`src/rtl/count_sweep_ctrl.sv`:
```
// Sweep sequencer for an 8-bit loadable up/down counter that has no enable.
// Generates the counter's load/direction/data controls and reports busy/done/cfg_err.
module count_sweep_ctrl #(
    parameter int unsigned WIDTH = 8,
    parameter int unsigned LOOPW = 8
) (
    input  logic             clk,
    input  logic             rst_n,
    input  logic             start,
    input  logic             abort,
    input  logic [WIDTH-1:0] cfg_lo,
    input  logic [WIDTH-1:0] cfg_hi,
    input  logic [1:0]       cfg_mode,
    input  logic [LOOPW-1:0] cfg_loops,
    input  logic [WIDTH-1:0] cnt_value,
    output logic             cnt_load,
    output logic             cnt_up_not_down,
    output logic [WIDTH-1:0] cnt_data,
    output logic             busy,
    output logic             done,
    output logic             cfg_err,
    output logic [LOOPW-1:0] loop_cnt
);

    localparam logic [1:0] MODE_UP   = 2'b00;
    localparam logic [1:0] MODE_DN   = 2'b01;
    localparam logic [1:0] MODE_SAW  = 2'b10;
    localparam logic [1:0] MODE_TRI  = 2'b11;

    typedef enum logic [2:0] {
        S_IDLE,
        S_LOAD,
        S_RUN_UP,
        S_RUN_DN,
        S_DONE
    } state_t;

    state_t           state_q, state_d;
    logic [WIDTH-1:0] lo_q, lo_d, hi_q, hi_d;
    logic [1:0]       mode_q, mode_d;
    logic [LOOPW-1:0] loops_q, loops_d;
    logic [LOOPW-1:0] loop_cnt_q, loop_cnt_d;
    logic             busy_q, done_q, cfg_err_q, cfg_err_d;

    logic [LOOPW-1:0] loop_inc;
    logic             limit_hit;
    logic             flat;

    assign loop_inc  = LOOPW'(loop_cnt_q + 1'b1);
    assign limit_hit = (loops_q != '0) && (loop_inc == loops_q);
    assign flat      = (lo_q == hi_q);

    // Next state, latched config and counter controls; default is the hold rule.
    always_comb begin
        state_d         = state_q;
        lo_d            = lo_q;
        hi_d            = hi_q;
        mode_d          = mode_q;
        loops_d         = loops_q;
        loop_cnt_d      = loop_cnt_q;
        cfg_err_d       = 1'b0;
        cnt_load        = 1'b1;
        cnt_data        = cnt_value;
        cnt_up_not_down = 1'b1;

        case (state_q)
            S_IDLE: begin
                if (start) begin
                    if (cfg_lo <= cfg_hi) begin
                        lo_d       = cfg_lo;
                        hi_d       = cfg_hi;
                        mode_d     = cfg_mode;
                        loops_d    = cfg_loops;
                        loop_cnt_d = '0;
                        state_d    = S_LOAD;
                    end else begin
                        cfg_err_d = 1'b1;
                    end
                end
            end
            S_LOAD: begin
                if (abort) begin
                    state_d = S_IDLE;
                end else begin
                    cnt_data = (mode_q == MODE_DN) ? hi_q : lo_q;
                    state_d  = (mode_q == MODE_DN) ? S_RUN_DN : S_RUN_UP;
                end
            end
            S_RUN_UP: begin
                if (abort) begin
                    state_d = S_IDLE;
                end else if (cnt_value >= hi_q) begin
                    if (flat || mode_q == MODE_UP || mode_q == MODE_DN) begin
                        loop_cnt_d = LOOPW'(1);
                        state_d    = S_DONE;
                    end else if (mode_q == MODE_SAW) begin
                        loop_cnt_d = loop_inc;
                        if (limit_hit) begin
                            state_d = S_DONE;
                        end else begin
                            cnt_data = lo_q;
                        end
                    end else begin
                        // Triangle reverses in place: next value is hi_q - 1.
                        cnt_load        = 1'b0;
                        cnt_up_not_down = 1'b0;
                        state_d         = S_RUN_DN;
                    end
                end else begin
                    cnt_load = 1'b0;
                end
            end
            S_RUN_DN: begin
                if (abort) begin
                    state_d = S_IDLE;
                end else if (cnt_value <= lo_q) begin
                    if (flat || mode_q != MODE_TRI) begin
                        loop_cnt_d = LOOPW'(1);
                        state_d    = S_DONE;
                    end else begin
                        loop_cnt_d = loop_inc;
                        if (limit_hit) begin
                            state_d = S_DONE;
                        end else begin
                            cnt_load = 1'b0;
                            state_d  = S_RUN_UP;
                        end
                    end
                end else begin
                    cnt_load        = 1'b0;
                    cnt_up_not_down = 1'b0;
                end
            end
            S_DONE: begin
                state_d = S_IDLE;
            end
            default: begin
                state_d = S_IDLE;
            end
        endcase
    end

    always_ff @(posedge clk or negedge rst_n) begin
        if (!rst_n) begin
            state_q    <= S_IDLE;
            lo_q       <= '0;
            hi_q       <= '0;
            mode_q     <= '0;
            loops_q    <= '0;
            loop_cnt_q <= '0;
            busy_q     <= 1'b0;
            done_q     <= 1'b0;
            cfg_err_q  <= 1'b0;
        end else begin
            state_q    <= state_d;
            lo_q       <= lo_d;
            hi_q       <= hi_d;
            mode_q     <= mode_d;
            loops_q    <= loops_d;
            loop_cnt_q <= loop_cnt_d;
            busy_q     <= (state_d != S_IDLE);
            done_q     <= (state_d == S_DONE);
            cfg_err_q  <= cfg_err_d;
        end
    end

    assign busy     = busy_q;
    assign done     = done_q;
    assign cfg_err  = cfg_err_q;
    assign loop_cnt = loop_cnt_q;

endmodule

```
`config.mk`:
```
export PLATFORM = sky130hd
export DESIGN_NAME = count_sweep_ctrl
export DESIGN_NICKNAME = d
export VERILOG_FILES = /design/src/rtl/count_sweep_ctrl.sv
export SDC_FILE = /design/constraint.sdc
export NUM_CORES = 1
export LEC_CHECK = 0
export ABC_AREA = 1
export ABC_CLOCK_PERIOD_IN_PS = 2300
export BUFFER_PORTS_ARGS = -buffer_cell sky130_fd_sc_hd__clkbuf_2
export CAP_MARGIN = 20
export CORE_MARGIN = 2
export CORE_UTILIZATION = 35
export CTS_BUF_LIST = sky130_fd_sc_hd__clkbuf_8
export CTS_CLUSTER_DIAMETER = 120
export CTS_CLUSTER_SIZE = 14
export DETAILED_ROUTE_END_ITERATION = 8
export PLACE_DENSITY_LB_ADDON = 0.3
export SLEW_MARGIN = 5
export SYNTH_ARGS = -nofsm -noshare
export SYNTH_HDL_FRONTEND = slang
export SYNTH_SLANG_ARGS = --single-unit
```
`constraint.sdc`:
```
create_clock -name clk -period 2.3 [get_ports clk]
set_input_delay 0.23 -clock clk [delete_from_list [all_inputs] [get_ports clk]]
set_output_delay 0.23 -clock clk [all_outputs]
set_load 0.05 [all_outputs]
```
After elaboration in Yosys (flattened, before gate mapping)
Cells that the tools add are included.
- register bits: 40
- output and inout port bits: 21
- word-level logic and storage cells: 89
- $add $sub $neg: 1
- $lt $le $gt $ge: 3
- equality and inequality tests: 16
- muxes and demuxes: 49
- reductions and logical operators: 11
- operator list (kind ; number):
    8-bit two-way mux ; 16
    3-bit two-way mux ; 11
    8-bit one-hot mux with 3 select lines ; 1
    8-bit equality test ; 2
    8-bit <= comparator ; 2
    1-bit two-way mux ; 16
    8-bit one-hot mux with 2 select lines ; 1
    2-bit inequality test (second input constant) ; 7
    3-bit one-hot mux with 4 select lines ; 1
    8-bit by 1-bit adder with 8-bit output (second input constant) ; 1
    8-bit >= comparator ; 1
    8-bit AND reduction ; 1
    8-bit nonzero test ; 1
    3-bit by 2-bit equality test with 1-bit output (second input constant) ; 2
    3-bit nonzero test ; 2
    1-bit one-hot mux with 2 select lines ; 2
    3-bit by 1-bit equality test with 1-bit output (second input constant) ; 1
    3-bit equality test (second input constant) ; 1
    3-bit zero test ; 1
    1-bit logical OR ; 3
    3-bit inequality test (second input constant) ; 1
    3-bit AND reduction ; 1
    2-bit by 1-bit equality test with 1-bit output (second input constant) ; 1
    2-bit equality test (second input constant) ; 1
    3 further kinds ; 3

Depth between registers and ports, before layout
Gate-level depths: netlist (run 1).
- depth in word-level cells: 10
- gate-level depth with buffers: 17
- depth with buffers taken out: 17

Least setup slack after synthesis (run 1)
OpenSTA, ideal clock, no wires.
- path kind: reg2out
- start point: register loop_cnt_q[0], in the netlist loop_cnt[0]
- end point: output cnt_data[1]
- data arrival time: 2.375 ns
- slack: -0.305 ns
- stages on the path, launching flop included: 15
- buffers on the path: 1
- cell sequence: dfrtp_1 -> ha_1 -> nand3_2 -> inv_1 -> nand2_1 -> nand2_1 -> nand3_1 -> nand3_1 -> nor2_2 -> nand2_4 -> nand4_4 -> buf_6 -> a21oi_1 -> o21ai_1 -> nand2_1
- word-level cells in the longest chain between the ends: 9
- ends and longest elaborated chain (element ; line ; RTL):
    start: declaration ; 42 ; logic [LOOPW-1:0] loop_cnt_q, loop_cnt_d;
    start signal: assignment ; 160 ; loop_cnt_q <= loop_cnt_d;
    8-bit by 1-bit adder with 8-bit output ; 49 ; assign loop_inc = LOOPW'(loop_cnt_q + 1'b1);
    8-bit equality test ; 50 ; assign limit_hit = (loops_q != '0) && (loop_inc == loops_q);
    1-bit logical AND ; 50 ;
    8-bit two-way mux ; 98 ; if (limit_hit) begin
    8-bit two-way mux ; 96 ; end else if (mode_q == MODE_SAW) begin
    8-bit two-way mux ; 93 ; if (flat || mode_q == MODE_UP || mode_q == MODE_DN) begin
    8-bit two-way mux ; 92 ; end else if (cnt_value >= hi_q) begin
    8-bit two-way mux ; 90 ; if (abort) begin
    8-bit one-hot mux with 2 select lines ; 66 ; case (state_q)
    end: declaration ; 18 ; output logic [WIDTH-1:0] cnt_data,
Every way passes these cells.

Final worst setup path (run 1)
- start point: register loop_cnt_q[0], in the netlist loop_cnt[0]
- end point: output cnt_load
- word-level cells in the longest chain between the ends: 8
- ends and longest elaborated chain (element ; line ; RTL):
    8-bit by 1-bit adder with 8-bit output ; 49 ;
    8-bit equality test ; 50 ;
    1-bit logical AND ; 50 ;
    1-bit two-way mux ; 122 ; if (limit_hit) begin
    1-bit two-way mux ; 117 ; if (flat || mode_q != MODE_TRI) begin
    1-bit two-way mux ; 116 ; end else if (cnt_value <= lo_q) begin
    1-bit two-way mux ; 114 ; if (abort) begin
    1-bit one-hot mux with 2 select lines ; 66 ;
    end: declaration ; 16 ; output logic cnt_load,
Every way passes these cells.

==> reports/metrics.cfg, run 1 <==
[run_status]
status=finished, violations left
violations=negative setup slack

[clock_tree]
clk_pin_slew_worst_paths_ps=80
cts-root-buf=clkbuf_8
clock_path_buffers=2
clkSinkCount=40
clk-insertion-delay-late_ps=290
cts_tree=built
htreeDepth=2
cts_made_buffers=5

[timing]
fin_crit_sh=1.112
fmax_mhz=391.2
whs_ps=150.3
setup_viol=10
worst_slew_pin_slew_ps=627.8
fin_crit_ps=2557
timing_hold_violations_final=0
fin_setup_tns_ps=-1940
final.setup.worst_slack_ps=-256.6
relSlewSlack=0.5815
rsz0062_at_grt=yes
clock_skew_ps=6.462
slew_viol_final=0

[critical_path]
critical_path_class=flop to primary output
cp-end-kind=primary output
cp-start-kind=flop
crit_fanout=5
worstPathArrival_ps=2330
required_ps=2070

[yosys]
ys_seq_area_frac=0.3209
synth_enable_flop_cells=0
synthCells=451
synth_top_area_cell=dfrtp_1
netlist_top_cells_count=106 x nand2_1, 74 x inv_1, 46 x a21oi_1, 40 x dfrtp_1, 40 x nor2_1
async_reset_ff_frac=1.000
yosysMostFrequentCell=nand2_1
syn_area_um2=3119
synth-seq-cells=40
synth_warnings=0
synthTopCellsByArea=dfrtp_1 32%, nand2_1 13%, ha_1 10%
syn_avg_cell_area_um2=6.916
syn_nets=514
synth_cell_types=32
synth_top_area_frac=0.3209
synth_top_flop_cell=dfrtp_1

[floorplan]
dieArea_um2=9684
die-height_um=98.41
rows=34
core_area_um2=8678
die_w_um=98.41
start_util=0.3594
io_pins=59

[finish]
n_antenna_cell=0
nets=595
synthToLayoutAreaGrowth_pct=29.80
stdcell_area_um2=4049
drive_above_1_share=0.2406

[placed_design]
port_buffers=58
dpl_worst_slack_ps=-15.04
place.gp.congestion=0.8483
placed_area_um2=3706
dp_hpwl_um=6568

[grt]
grt_util_all_layers=0.1734
antenna_found_initial=0
grt_pass1_wl_um=13760
grt_overflow=0
grt_max_degree=51
grt_pass1_vias=2932

[power]
design_power_total_mw=5.138
irDropWorstVdd_v=0.0004059
power.density_nw_per_um2=1269
power_leakage_nw=2.140

[run]
maxCapViolCount=0

[route]
avgViaCountPerCell=4.859
wirelength_um=8263
post_drt_wl_per_cell_um=12.91
drtIter0Drc=177
drc=0
drtPass1Iterations=5
ant_nets=0
num_vias=3110

[worst_hold_path]
hp-class=input pin to flop

-- cells by family (layout without fill, tap and decap cells) --
| kind of cell | after synthesis | after routing | synth area share |
|---|---|---|---|
| XOR/XNOR | 6 | 6 | 0.02126 |
| AND/OR/NAND/NOR | 188 | 189 | 0.2643 |
| multiplexers | 2 | 2 | 0.007220 |
| adder cells (fa/ha/maj) | 25 | 25 | 0.1003 |
| flip-flops | 40 | 40 | 0.3209 |
| AO/OA/AOI/OAI | 104 | 104 | 0.1765 |
| buffers and inverters | 86 | 166 | 0.1095 |
-- per-stage QoR --
step | std cells | util
5_1_grt | 640 | 0.4666
6_report | 640 | 0.4666
2_1_floorplan | 451 | -
3_3_place_gp | 624 | 0.4270
4_1_cts | 635 | 0.4573
3_5_place_dp | 624 | 0.4270
-- area by class of cell --
type	instances	area, um^2
Clock buffer	5	68.82
Clock inverter	2	60.06
Fill cell	901	4629
Inverter	75	281.5
Multi-Input combinational cell	326	1876
Sequential cell	40	1006
Tap cell	108	135.1
Timing Repair Buffer	84	621.8
-- final timing paths --
| kind | startpoint | end | slack [ps] | depth (start not counted) |
|---|---|---|---|---|
| min reg2reg | hi_q[2] | hi_q[2] | 560 | 2 |
| min in group asynchronous | rst_n | hi_q[2] | 480 | 2 |
| max in group asynchronous | rst_n | lo_q[4] | 1200 | 3 |
| min | start | cfg_err | 150 | 3 |
| max | loop_cnt[0] | cnt_load | -260 | 15 |
| max reg2reg | loop_cnt[0] | busy | 240 | 16 |
-- cell usage in the layout, fill, tap and decap left out, drive strengths merged, types with 3 or more instances in the layout --
cell type,count
ha,25
xor2,4
nand3,21
nand4,12
inv,74
a22oi,3
o21ai,50
o211ai,3
dfrtp,40
nand2,109
clkbuf,54
buf,34
nor2,44
a21oi,46
-- metal layers --
metal / global-route usage / share of wire / vias to the layer above
li1: - / - / 1628
met1: 0.2476 / 0.49 / 1415
met4: 0.04426 / 0.012 / 0
met5: 0 / 0 / -
met2: 0.2784 / 0.46 / 60
met3: 0.02291 / 0.038 / 7
-- where the power goes --
group	switching, mW	internal (mW)	leakage, nW
sequential	0.219	0.971	0.480
combinational	2.02	1.25	1.60
clock	0.256	0.427	0.0642
-- worst max-delay path, stage by stage, from the launching register on --
cell and delay, ps:
dfrtp_2 450, ha_4 300, inv_2 30, nand2_2 40
nand2_1 50, nor2_1 80, nand2_1 50, nor2_1 80
nand3_1 90, nor2_2 140, nand2_4 100, buf_4 150
nand2_2 70, nand3_2 70, o211ai_1 120, clkbuf_8 220
-- timing repair --
action	in CTS	in global routing
setup endpoints to repair	10	18
buffers inserted	2	5
endpoints found under the hold margin	22	0
gates resized for setup	21	13
gates cloned	1	0
hold buffers	1	0
pin swaps	1	6
-- registers in the layout (all words and copies together) (netlist names) --
register  flops
hi_q          8
lo_q          8
loop_cnt      8
loops_q       8
state_q       3
mode_q        2
busy          1
cfg_err       1
done          1
Note: power is estimated with default switching activity, not from simulation.
==> run 2, diff against run 1 <==
--- a/config.mk
+++ b/config.mk
@@ -10,12 +10,13 @@
 export BUFFER_PORTS_ARGS = -buffer_cell sky130_fd_sc_hd__clkbuf_2
 export CAP_MARGIN = 20
 export CORE_MARGIN = 2
-export CORE_UTILIZATION = 35
+export CORE_UTILIZATION = 58
 export CTS_BUF_LIST = sky130_fd_sc_hd__clkbuf_8
 export CTS_CLUSTER_DIAMETER = 120
 export CTS_CLUSTER_SIZE = 14
 export DETAILED_ROUTE_END_ITERATION = 8
 export PLACE_DENSITY_LB_ADDON = 0.3
+export SETUP_SLACK_MARGIN = 0.4
 export SLEW_MARGIN = 5
 export SYNTH_ARGS = -nofsm -noshare
 export SYNTH_HDL_FRONTEND = slang
==> run 2 against run 1 <==
Net effect:
- the run ends with negative hold slack, negative setup slack left
- maximum frequency fell by 11%
- critical path type unchanged
- count of clock-buffer cells in the layout is 2 higher
- largest power group unchanged
- critical endpoint is now cnt_data[6]
- clock power down 6.3%
==> reports/metrics.cfg, run 2 (synthesized netlist as in run 1, its figures left out) <==
[timing]
fin_crit_ps=2864  ; was 2557 ps
final.setup.worst_slack_ps=-564.4  ; was -256.6 ps
rsz0062_at_grt=yes  ; unchanged
clock_skew_ps=7.102  ; was 6.462 ps
fin_setup_tns_ps=-5310  ; was -1940 ps
fmax_mhz=349.1  ; was 391.2 MHz
slew_viol_final=0  ; unchanged
whs_ps=-12.70  ; was 150.3 ps
relSlewSlack=0.5189  ; was 0.5815
timing_hold_violations_final=20  ; was 0
worst_slew_pin_slew_ps=721.7  ; was 627.8 ps
fin_crit_sh=1.245  ; was 1.112
setup_viol=20  ; was 10

[critical_path]
crit_chain=nand3_1 > nand2_1 > nand2_1 > nand2_1 > nand2_1 > inv_1 > nand3_1 > nor2_2 > nand2_4 > nand4_4 > buf_6 > o21ai_4 > nand2_4 > buf_12  ; was ha_4 > inv_2 > nand2_2 > nand2_1 > nor2_1 > nand2_1 > nor2_1 > nand3_1 > nor2_2 > nand2_4 > buf_4 > nand2_2 > nand3_2 > o211ai_1 > clkbuf_8
required_ps=2070  ; about the same
worstPathArrival_ps=2630  ; was 2330 ps
r2r_cells=16  ; unchanged
cp-start-kind=flop  ; unchanged
critical_path_class=flop to primary output  ; unchanged
slowest_delay_ps=510  ; was 450 ps
cp-end-kind=primary output  ; unchanged
cp_slowest_cell=dfrtp_2  ; unchanged
ff2ff_setup_slack_ps=-100  ; was 240 ps
r2r_end=busy  ; unchanged
crit_family=simple AND/OR/NAND/NOR gates  ; unchanged
crit_top_cell=nand2_1
crit_buf_inv=3  ; unchanged
r2r_start=loop_cnt[2]  ; was loop_cnt[0]
crit_fanout=10  ; was 5

[placed_design]
dp_hpwl_um=6629  ; was 6568 um
dpl_worst_slack_ps=-28.01  ; was -15.04 ps
port_buffers=58  ; unchanged
place.gp.congestion=0.8793  ; was 0.8483

[power]
power.density_nw_per_um2=1410  ; was 1269 nW/um^2
power_leakage_nw=2.291  ; was 2.140 nW
design_power_total_mw=6.557  ; was 5.138 mW
irDropWorstVdd_v=0.0008654  ; was 0.0004059 V

[route]
drtIter0Drc=860  ; was 177
post_drt_wl_per_cell_um=20.77  ; was 12.91 um
num_vias=4053  ; was 3,110
wl_met3_um=1812  ; was 318 um
topRoutingLayerUsed=met4  ; unchanged
drc=0  ; unchanged
wirelength_um=12960  ; was 8263 um
wl_met2_um=5688  ; was 3804 um
drt-met1-wl_um=4644  ; was 4040 um
avgViaCountPerCell=6.495  ; was 4.859
ant_nets=0  ; unchanged
drtPass1Iterations=6  ; was 5

[finish]
fillers=209  ; was 901
drive_above_1_share=0.4278  ; was 0.2406
final_common_cell=nand2_1  ; unchanged
synthToLayoutAreaGrowth_pct=49.06  ; was 29.80%
nets=616  ; was 595
fin_util=0.9046  ; was 0.4666
most-common-layout-cells=75 x nand2_1, 61 x inv_1, 48 x clkbuf_2  ; was 96 x nand2_1, 73 x inv_1, 48 x clkbuf_2
n_antenna_cell=0  ; unchanged

[clock_tree]
clk-insertion-delay-late_ps=310  ; was 290 ps
clkSinkCount=40  ; unchanged
clock_path_buffers=2  ; unchanged
cts_tree=built  ; unchanged
clk_pin_slew_worst_paths_ps=80  ; about the same
cts_made_buffers=5  ; unchanged
htreeDepth=2  ; unchanged
hold_buffers=0  ; was 1
cts-root-buf=clkbuf_8  ; unchanged

[grt]
antenna_found_initial=0  ; unchanged
grt_pass1_vias=3428  ; was 2,932
grt_util_all_layers=0.3542  ; was 0.1734
grt_max_degree=41  ; was 51
grt_overflow=0  ; unchanged
grt_pass1_wl_um=16700  ; was 13,760 um

[run_status]
violations=negative hold slack, negative setup slack  ; was negative setup slack
status=finished, violations left  ; unchanged

[floorplan]
start_util=0.6069  ; was 0.3594
core_area_um2=5140  ; was 8678 um^2
die_w_um=77.34  ; was 98.41 um
dieArea_um2=5981  ; was 9684 um^2
io_pins=59  ; unchanged
die-height_um=77.34  ; was 98.41 um
rows=26  ; was 34

[worst_hold_path]
hp-class=input pin to asynchronous set/reset pin  ; was input pin to flop

[run]
maxCapViolCount=0  ; unchanged

==> run 2: cell count changes in the layout (fill, tap and decap cells not counted), sizes merged <==
cell,before,now
buf,34,55
dlygate4sd3,1,0
clkbuf,54,56
bufinv,2,1
nand2,109,110
==> run 2: worst reg2reg max path: stages, from the launching register on <==
cell and delay (ps):
dfrtp_2 520, nand3_1 200, nand2_1 150, nand2_1 130
nand2_1 130, nand2_1 90, inv_1 80, nand3_1 90
nor2_2 170, nand2_4 110, buf_4 150, nand2_2 70
nand2_2 80, nand2_1 70, nand3_1 80, nand2_1 110
nand3_1 80
==> run 2: worst max path at each step <==
stage	from	to	cells past startpoint
global placement	loop_cnt[0]	cnt_data[6]	14
global route	loop_cnt[1]	cnt_load	14
finish	loop_cnt[2]	cnt_data[6]	14
detailed placement	loop_cnt[0]	cnt_data[6]	14
floorplan	loop_cnt[0]	cnt_data[1]	15
CTS	loop_cnt[1]	cnt_data[3]	15
==> run 2: what timing repair did <==
| action | CTS | global route |
|---|---|---|
| cloned | 2 | 0 |
| pin swaps | 19 | 29 |
| buffers inserted | 14 | 11 |
| resized for setup | 47 | 63 |
| endpoints found under the setup margin | 22 | 49 |
| endpoints found under the hold margin | 0 | 0 |
==> run 2: report_power, final <==
| part | switching, mW | internal [mW] | total [mW] |
|---|---|---|---|
| clock network | 0.258 | 0.383 | 0.641 |
| registers | 0.306 | 0.980 | 1.29 |
| logic | 2.85 | 1.78 | 4.63 |
==> run 2: stage by stage <==
stage / std cells / cell area (um^2)
2_1_floorplan: 451 / 3269
3_3_place_gp: 589 / 3866
3_5_place_dp: 589 / 3866
4_1_cts: 613 / 4325
5_1_grt: 624 / 4649
6_report: 624 / 4649
==> run 2: area by class of cell <==
cell class	count	area (um^2)	share of cell area
clock inverters	1	30.03	0.006459
clock buffers	7	96.34	0.02072
inverters	75	286.5	0.06163
flip-flops and latches	40	1015	0.2182
multi-input cells	327	2316	0.4981
well taps	70	87.58	0.01884
repair buffers	104	818.3	0.1760
==> run 2: layer usage <==
layer | track usage | up-vias
met2 | 0.5530 | 433
met5 | 0 | -
met3 | 0.09767 | 117
met4 | 0.1393 | 0
met1 | 0.4680 | 1823
li1 | - | 1680
